**src/rtl/cpu_player_if.sv**
```systemverilog
// cpu_player_if
//   Groups the game-facing signals of the automated opponent.
//   master : the game/top level. Drives enable and difficulty, observes the press outputs.
//   slave  : cpu_player itself.
//   Signals:
//     enable       1 = game running, 0 = suppress new presses
//     difficulty   press threshold, compared unsigned against the LFSR
//     press        synthetic button, active-high, registered
//     press_count  presses issued since reset, saturates at 255
//     lfsr_q       current LFSR state (debug visibility)
interface cpu_player_if;
  logic       enable;
  logic [9:0] difficulty;
  logic       press;
  logic [7:0] press_count;
  logic [9:0] lfsr_q;

  modport master (
    output enable,
    output difficulty,
    input  press,
    input  press_count,
    input  lfsr_q
  );

  modport slave (
    input  enable,
    input  difficulty,
    output press,
    output press_count,
    output lfsr_q
  );
endinterface

```
**src/rtl/cpu_player.sv**
```systemverilog
// cpu_player
//   Automated tug-of-war opponent. Once per decision tick it compares a 10-bit XNOR LFSR
//   against the difficulty threshold. On a hit it emits a press pulse HOLD_CYC cycles wide,
//   then stays quiet until the following tick, so the downstream edge detector always sees
//   a distinct low period between presses.
//   Ports:
//     clk    system clock (CLOCK_50)
//     reset  asynchronous, active-high
//     bus    cpu_player_if.slave: enable, difficulty in; press, press_count, lfsr_q out
//   Parameters:
//     TICK_DIV  clk cycles per decision tick (>= 2)
//     HOLD_CYC  clk cycles press stays high (>= 1)
//     LFSR_W    LFSR width; the feedback taps only make sense for 10
module cpu_player #(
  parameter int TICK_DIV = 1_000_000,
  parameter int HOLD_CYC = 4,
  parameter int LFSR_W   = 10
) (
  input  logic        clk,
  input  logic        reset,
  cpu_player_if.slave bus
);

  localparam int CNT_W  = (TICK_DIV > 1) ? $clog2(TICK_DIV) : 1;
  localparam int HOLD_W = (HOLD_CYC > 1) ? $clog2(HOLD_CYC) : 1;
  localparam logic [CNT_W-1:0]  TICK_LAST = CNT_W'(TICK_DIV - 1);
  localparam logic [HOLD_W-1:0] HOLD_LOAD = HOLD_W'(HOLD_CYC - 1);

  typedef enum logic [1:0] {
    IDLE    = 2'd0,
    PRESS   = 2'd1,
    RELEASE = 2'd2
  } state_t;

  state_t            state_reg;
  logic [CNT_W-1:0]  tick_cnt_reg;
  logic [HOLD_W-1:0] hold_reg;
  logic [LFSR_W-1:0] lfsr_reg;
  logic [LFSR_W-1:0] lfsr_next;
  logic [7:0]        count_reg;
  logic              press_reg;
  logic              tick;
  logic              hit;

  assign tick = (tick_cnt_reg == TICK_LAST);

  // XNOR feedback: all-zeros is a legal state, all-ones is the lock-up state and is
  // never reached from the reset value.
  assign lfsr_next = {lfsr_reg[8:0], ~(lfsr_reg[9] ^ lfsr_reg[6])};

  // Decision uses the LFSR value before this tick's shift.
  assign hit = tick & bus.enable & (bus.difficulty > lfsr_reg);

  // Free-running decision tick divider.
  always_ff @(posedge clk or posedge reset) begin
    if (reset) begin
      tick_cnt_reg <= '0;
    end else if (tick) begin
      tick_cnt_reg <= '0;
    end else begin
      tick_cnt_reg <= tick_cnt_reg + 1'b1;
    end
  end

  // LFSR advances on every tick, independent of enable and FSM state.
  always_ff @(posedge clk or posedge reset) begin
    if (reset) begin
      lfsr_reg <= '0;
    end else if (tick) begin
      lfsr_reg <= lfsr_next;
    end
  end

  // Press FSM. press_reg is loaded with the decode of the next state so the output
  // is registered and aligned with state_reg.
  always_ff @(posedge clk or posedge reset) begin
    if (reset) begin
      state_reg <= IDLE;
      hold_reg  <= '0;
      count_reg <= '0;
      press_reg <= 1'b0;
    end else begin
      case (state_reg)
        IDLE: begin
          if (hit) begin
            state_reg <= PRESS;
            press_reg <= 1'b1;
            hold_reg  <= HOLD_LOAD;
            if (count_reg != 8'hFF) begin
              count_reg <= count_reg + 8'd1;
            end
          end
        end
        PRESS: begin
          // Ticks landing here are not decisions; losing enable cuts the pulse short.
          if (!bus.enable || (hold_reg == '0)) begin
            state_reg <= RELEASE;
            press_reg <= 1'b0;
          end else begin
            hold_reg <= hold_reg - 1'b1;
          end
        end
        RELEASE: begin
          // The tick that ends RELEASE is consumed here; any hit on it is dropped.
          if (tick) begin
            state_reg <= IDLE;
          end
        end
        default: begin
          state_reg <= IDLE;
          press_reg <= 1'b0;
        end
      endcase
    end
  end

  assign bus.press       = press_reg;
  assign bus.press_count = count_reg;
  assign bus.lfsr_q      = lfsr_reg;

endmodule

```
**src/flat_wrapper.sv**
```systemverilog
// flat-port wrapper written by rule: the top's interface ports become plain ports
module cpu_player_flat 
#(
  parameter int TICK_DIV = 1_000_000,
  parameter int HOLD_CYC = 4,
  parameter int LFSR_W   = 10
)
  (clk, reset, bus_enable, bus_difficulty, bus_press, bus_press_count, bus_lfsr_q);
  cpu_player_if bus_i ();
  input  logic clk;
  input  logic reset;
  input wire logic [$bits(bus_i.enable)-1:0] bus_enable;
  input wire logic [$bits(bus_i.difficulty)-1:0] bus_difficulty;
  output wire logic [$bits(bus_i.press)-1:0] bus_press;
  output wire logic [$bits(bus_i.press_count)-1:0] bus_press_count;
  output wire logic [$bits(bus_i.lfsr_q)-1:0] bus_lfsr_q;
  assign bus_i.enable = bus_enable;
  assign bus_i.difficulty = bus_difficulty;
  assign bus_press = bus_i.press;
  assign bus_press_count = bus_i.press_count;
  assign bus_lfsr_q = bus_i.lfsr_q;
  cpu_player #(.TICK_DIV(TICK_DIV), .HOLD_CYC(HOLD_CYC), .LFSR_W(LFSR_W)) u_core (.clk(clk), .reset(reset), .bus(bus_i));
endmodule
```
**config.mk**
```make
export PLATFORM = sky130hd
export DESIGN_NAME = cpu_player_flat
export DESIGN_NICKNAME = d
export VERILOG_FILES = /design/src/rtl/cpu_player_if.sv /design/src/rtl/cpu_player.sv /design/src/flat_wrapper.sv
export SDC_FILE = /design/constraint.sdc
export NUM_CORES = 1
export LEC_CHECK = 0
export CORE_UTILIZATION = 54
export DETAILED_ROUTE_END_ITERATION = 10
export GPL_ROUTABILITY_DRIVEN = 0
export PLACE_DENSITY_LB_ADDON = 0.3
export SYNTH_ARGS = -nofsm -noshare
export SYNTH_HDL_FRONTEND = slang
export SYNTH_SLANG_ARGS = --single-unit
```
**constraint.sdc**
```tcl
create_clock -name clk -period 2.59 [get_ports clk]
set_input_delay 0.518 -clock clk [delete_from_list [all_inputs] [get_ports clk]]
set_output_delay 0.518 -clock clk [all_outputs]
set_load 0.05 [all_outputs]
```
## After elaboration in Yosys (flattened, before gate mapping)

Cells that the tools add are included.

- Register bits: 43
- Output and inout bits: 19

- Add/subtract/negate cells: 3
- Order comparisons: 1
- Equal/unequal tests: 8
- Multiplexer cells: 11
- Bitwise logic cells: 5
- Reductions and logical operators: 9

Operators with widths:

| cell | count |
|---|---|
| $add A20 B1 Y20 const B | 1 |
| $eq A20 B20 Y1 const B | 1 |
| $mux W20 | 1 |
| $reduce_and A3 Y1 | 4 |
| $gt A10 B10 Y1 | 1 |
| $mux W2 | 5 |
| $add A8 B1 Y8 const B | 1 |
| $ne A8 B8 Y1 const B | 1 |
| $ne A2 B1 Y1 const B | 3 |
| $pmux W2 S3 | 1 |
| $logic_not A2 Y1 | 2 |
| $pmux W2 S2 | 1 |
| $pmux W1 S3 | 1 |
| $and A1 B1 Y1 | 2 |
| $eq A2 B1 Y1 const B | 1 |
| $eq A2 B2 Y1 const B | 1 |
| $mux W1 | 2 |
| $ne A2 B2 Y1 const B | 1 |
| $not A1 Y1 | 2 |
| $reduce_bool A2 Y1 | 1 |
| $sub A2 B1 Y2 const B | 1 |
| $logic_not A1 Y1 | 1 |
| $logic_or A1 B1 Y1 | 1 |
| $xor A1 B1 Y1 | 1 |

## Longest topological paths before layout

- Depth after elaboration: 5
- Depth in mapped cells: 8
- Depth with buffers taken out: 8

## Least setup slack after synthesis

OpenSTA, ideal clock, no wires.

- Path type: flip-flop to flip-flop
- From: register u_core.lfsr_reg[9], in the netlist u_core.bus.lfsr_q[9]
- To: register u_core.count_reg[1], in the netlist u_core.bus.press_count[1]
- Setup time: 0.128 ns
- Data arrival time: 2.117 ns
- Data required time: 2.462 ns
- Setup slack: 0.345 ns
- Cell stages (with the launch flop): 8
- Path buffers: 0
- Period minus slack after synthesis: 2.245 ns
- Cells stage by stage: dfrtp_1 -> inv_1 -> ha_1 -> nand4_1 -> a211oi_1 -> a2111o_1 -> nand3_4 -> mux2_1

- Cells in the longest elaborated chain, start to end: 3

Ends and longest elaborated chain:

| item | RTL line | text |
|---|---|---|
| start: declaration | cpu_player.sv:38 | `logic [LFSR_W-1:0] lfsr_reg;` |
| start signal: assignment | cpu_player.sv:70 | `lfsr_reg <= lfsr_next;` |
| $gt A10 B10 Y1 | cpu_player.sv:52 | `assign hit = tick & bus.enable & (bus.difficulty > lfsr_reg);` |
| $and A1 B1 Y1 | cpu_player.sv:52 |  |
| $reduce_and A3 Y1 (no line) | -- |  |
| end signal: assignment | cpu_player.sv:90 | `count_reg <= count_reg + 8'd1;` |
| end: declaration | cpu_player.sv:40 | `logic [7:0] count_reg;` |

No other way between the ends.
A chain may end at the register's enable or synchronous reset.

## Worst setup path in the final report

- From: input port bus_difficulty[7]
- To: register u_core.count_reg[1], in the netlist u_core.bus.press_count[1]

- Cells in the longest elaborated chain, start to end: 3

Ends and longest elaborated chain:

| item | RTL line | text |
|---|---|---|
| start: declaration | flat_wrapper.sv:13 | `input wire logic [$bits(bus_i.difficulty)-1:0] bus_difficulty;` |
| $gt A10 B10 Y1 | cpu_player.sv:52 |  |
| $and A1 B1 Y1 | cpu_player.sv:52 |  |
| $reduce_and A3 Y1 (no line) | -- |  |

No other way between the ends.

==> results.yml <==
setup_path:
  path_max_fanout: 6
  ff2ff_setup_slack_ns: 0.53
  crit_required_ns: 2.77
  timing.rr.end: "u_core.bus.press_count[6]"
  arrival_ns: 2.43
  r2r-start: "u_core.tick_cnt_reg[0]"
  cp-end-kind: "register"
  r2r_cells: 7
  worst_setup_path_start_kind: "input pin"
  worstSetupPathType: "in -> reg"
yosys:
  syn_area_um2: 2240
  seq_area_frac_synth_pct: 47.9
  ys.flop_type: "dfrtp_1"
  synth_cell_types: 41
  yosys_warnings: 0
  syn_area_per_cell_um2: 10.1
  yosys_register_bits: 43
  synth_cells: 222
  synthArstFlopShare_pct: 100
  synth_nets: 248
  synth_edf_count: 0
clock_network:
  post_cts_resized: 0
  cts_root_buf: "clkbuf_8"
  cts_tree: "done"
  cts.path.max_buffers: 2
  numCtsBuffers: 5
  clkTransAtPathRegs_ns: 0.08
  clkLatencyLatePin_ns: 0.30
  holdBufCountCts: 0
  cts_setup_buffers: 0
  cts.sink_count: 43
  htreeDepth: 2
sta:
  fin_crit_sh_pct: 86.7
  finalHoldViolCount: 0
  whs_ns: 0.486
  tightestPinTransition_ns: 0.550
  drv_slew: 0
  clock_skew_ns: 0.00834
  timing.slew.headroom_pct: 63.3
  grt_setup_unrepaired: "no"
  setup_viol: 0
  clock.fmax_mhz: 446
  min_period_ns: 2.24
  fin_tns_setup_ns: 0
cells_and_area:
  fin_cells: 302
  area_growth_syn_to_layout_pct: 19.2
  nNetsFinal: 277
  mostFrequentLayoutCells: "dfrtp_1 (43), clkdlybuf4s50_1 (31), nand2_1 (30), nor2_1 (17), xor2_1 (17)"
  regArea_um2: 1080
  final_cell_area_um2: 2680
  drive_gt1_share_pct: 7.94
  nFillCells: 331
  multi_input_area_um2: 1030
  largest_reg_flops: 20
  diodes: 0
  layout_commonest_cell: "dfrtp_1"
hold_path:
  worst_hold_path.num_cells: 2
  hold_end: "u_core.bus.press"
  min_from: "u_core.bus.press"
  hold_path.class: "reg -> reg"
floorplan:
  die_w_um: 66.5
  top_level_ports: 32
  rows: 23
  coreArea_um2: 4000
  die-height_um: 66.5
  die-area_um2: 4420
  initial_core_util_pct: 56.1
detailed_routing:
  drc_errors: 0
  wire_per_inst_um: 13.7
  drt-pass1-iter-count: 4
  via_count: 1610
  ant_nets: 0
  wl_mm: 4.13
  drt_iter0_drc: 88
  avgViaCountPerCell: 5.33
grt:
  grt_pass1_wl_mm: 6.90
  grt.overflow.total: 0
  grt_pass1_vias: 1549
  grt_max_degree: 44
  antenna_found_initial: 0
  track_usage_pct: 21.2
placed_design:
  dp.cells: 294
  dp_hpwl_mm: 2.97
  dpl_cell_area_um2: 2560
  numPortBuffers: 31
run:
  drv_cap: 0
power:
  vdd_drop_max_uv: 382
  leakage_uw: 0.00124
  power_density_nw_per_um2: 475
status:
  outcome: "finished, final reports clean"
## cell type report
type	count	share of cell area (%)
clock inverter	2	1.31
sequential	43	40.2
timing repair buffer	34	12.4
multi-input combinational	151	38.4
inverter	16	2.24
clock buffer	6	3.09
tap	50	2.34
## stage by stage
step / worst slack, ns / power, uW / util (%)
after floorplan: 0.345 / 710 / -
after global placement: 0.0750 / 738 / 64.0
after detailed placement: 0.0132 / 739 / 64.0
after CTS: 0.319 / 1280 / 66.9
after global routing: 0.253 / 1320 / 66.9
final: 0.345 / 1270 / 66.9
## cells in the mapped netlist (2+ instances only)
master | count | share of area, %
nor2_1 | 17 | 2.8
and3_1 | 6 | 1.7
a211oi_1 | 2 | 0.67
xor2_1 | 17 | 6.6
ha_1 | 13 | 7.2
o31ai_1 | 3 | 1.0
xnor2_1 | 5 | 2.0
dfrtp_1 | 43 | 48
o211ai_1 | 2 | 0.67
buf_2 | 2 | 0.45
inv_1 | 16 | 2.7
buf_4 | 9 | 3.0
nand2_1 | 30 | 5.0
nand4_1 | 4 | 1.1
o21ai_0 | 13 | 2.9
a21oi_1 | 2 | 0.45
nand2b_1 | 3 | 0.84
nand3_1 | 10 | 2.2
nor3b_1 | 3 | 1.0
## metal layers
layer  vias to the layer above  track usage [%]  share of wire, %
met5                         -                0                 0
met4                         0             7.18               1.4
met3                         6             5.31               3.8
met2                        29             33.9                46
met1                       779             27.8                49
li1                        796                -                 -
## logic make-up (layout without fill, tap and decap cells)
family | Yosys count | in the layout | share of synthesized area [%]
buffers and inverters | 28 | 58 | 6.30
multiplexers | 2 | 2 | 0.948
flip-flops | 43 | 43 | 47.9
AND/OR/NAND/NOR | 88 | 88 | 21.9
AO/OA/AOI/OAI | 26 | 26 | 7.08
adder cells (fa/ha/maj) | 13 | 13 | 7.25
XOR/XNOR | 22 | 22 | 8.58
## how the worst max path moves through the flow
stage / depth (start not counted) / to / slack [ns] / start
after global placement: 7 / u_core.bus.press_count[1] / 0.07 / bus_difficulty[3]
after detailed placement: 7 / u_core.bus.press_count[1] / 0.01 / bus_difficulty[7]
after floorplan: 7 / u_core.bus.press_count[1] / 0.35 / u_core.bus.lfsr_q[9]
final: 7 / u_core.bus.press_count[1] / 0.35 / bus_difficulty[7]
after CTS: 7 / u_core.bus.press_count[1] / 0.32 / bus_difficulty[7]
after global routing: 8 / u_core.bus.press_count[6] / 0.25 / bus_difficulty[5]
## critical path, stage by stage
cell	delay, ns
clkdlybuf4s50_1	0.42
ha_1	0.30
a211oi_1	0.24
nor2_1	0.08
a2111o_1	0.39
nand3_4	0.15
mux2_1	0.33
## power breakdown
group	internal (uW)	switching, uW	leakage [uW]
clock network	312	235	0.0000612
logic	26.1	27.6	0.000607
registers	671	0.0420	0.000576
Note: power is estimated with default switching activity, not from simulation.
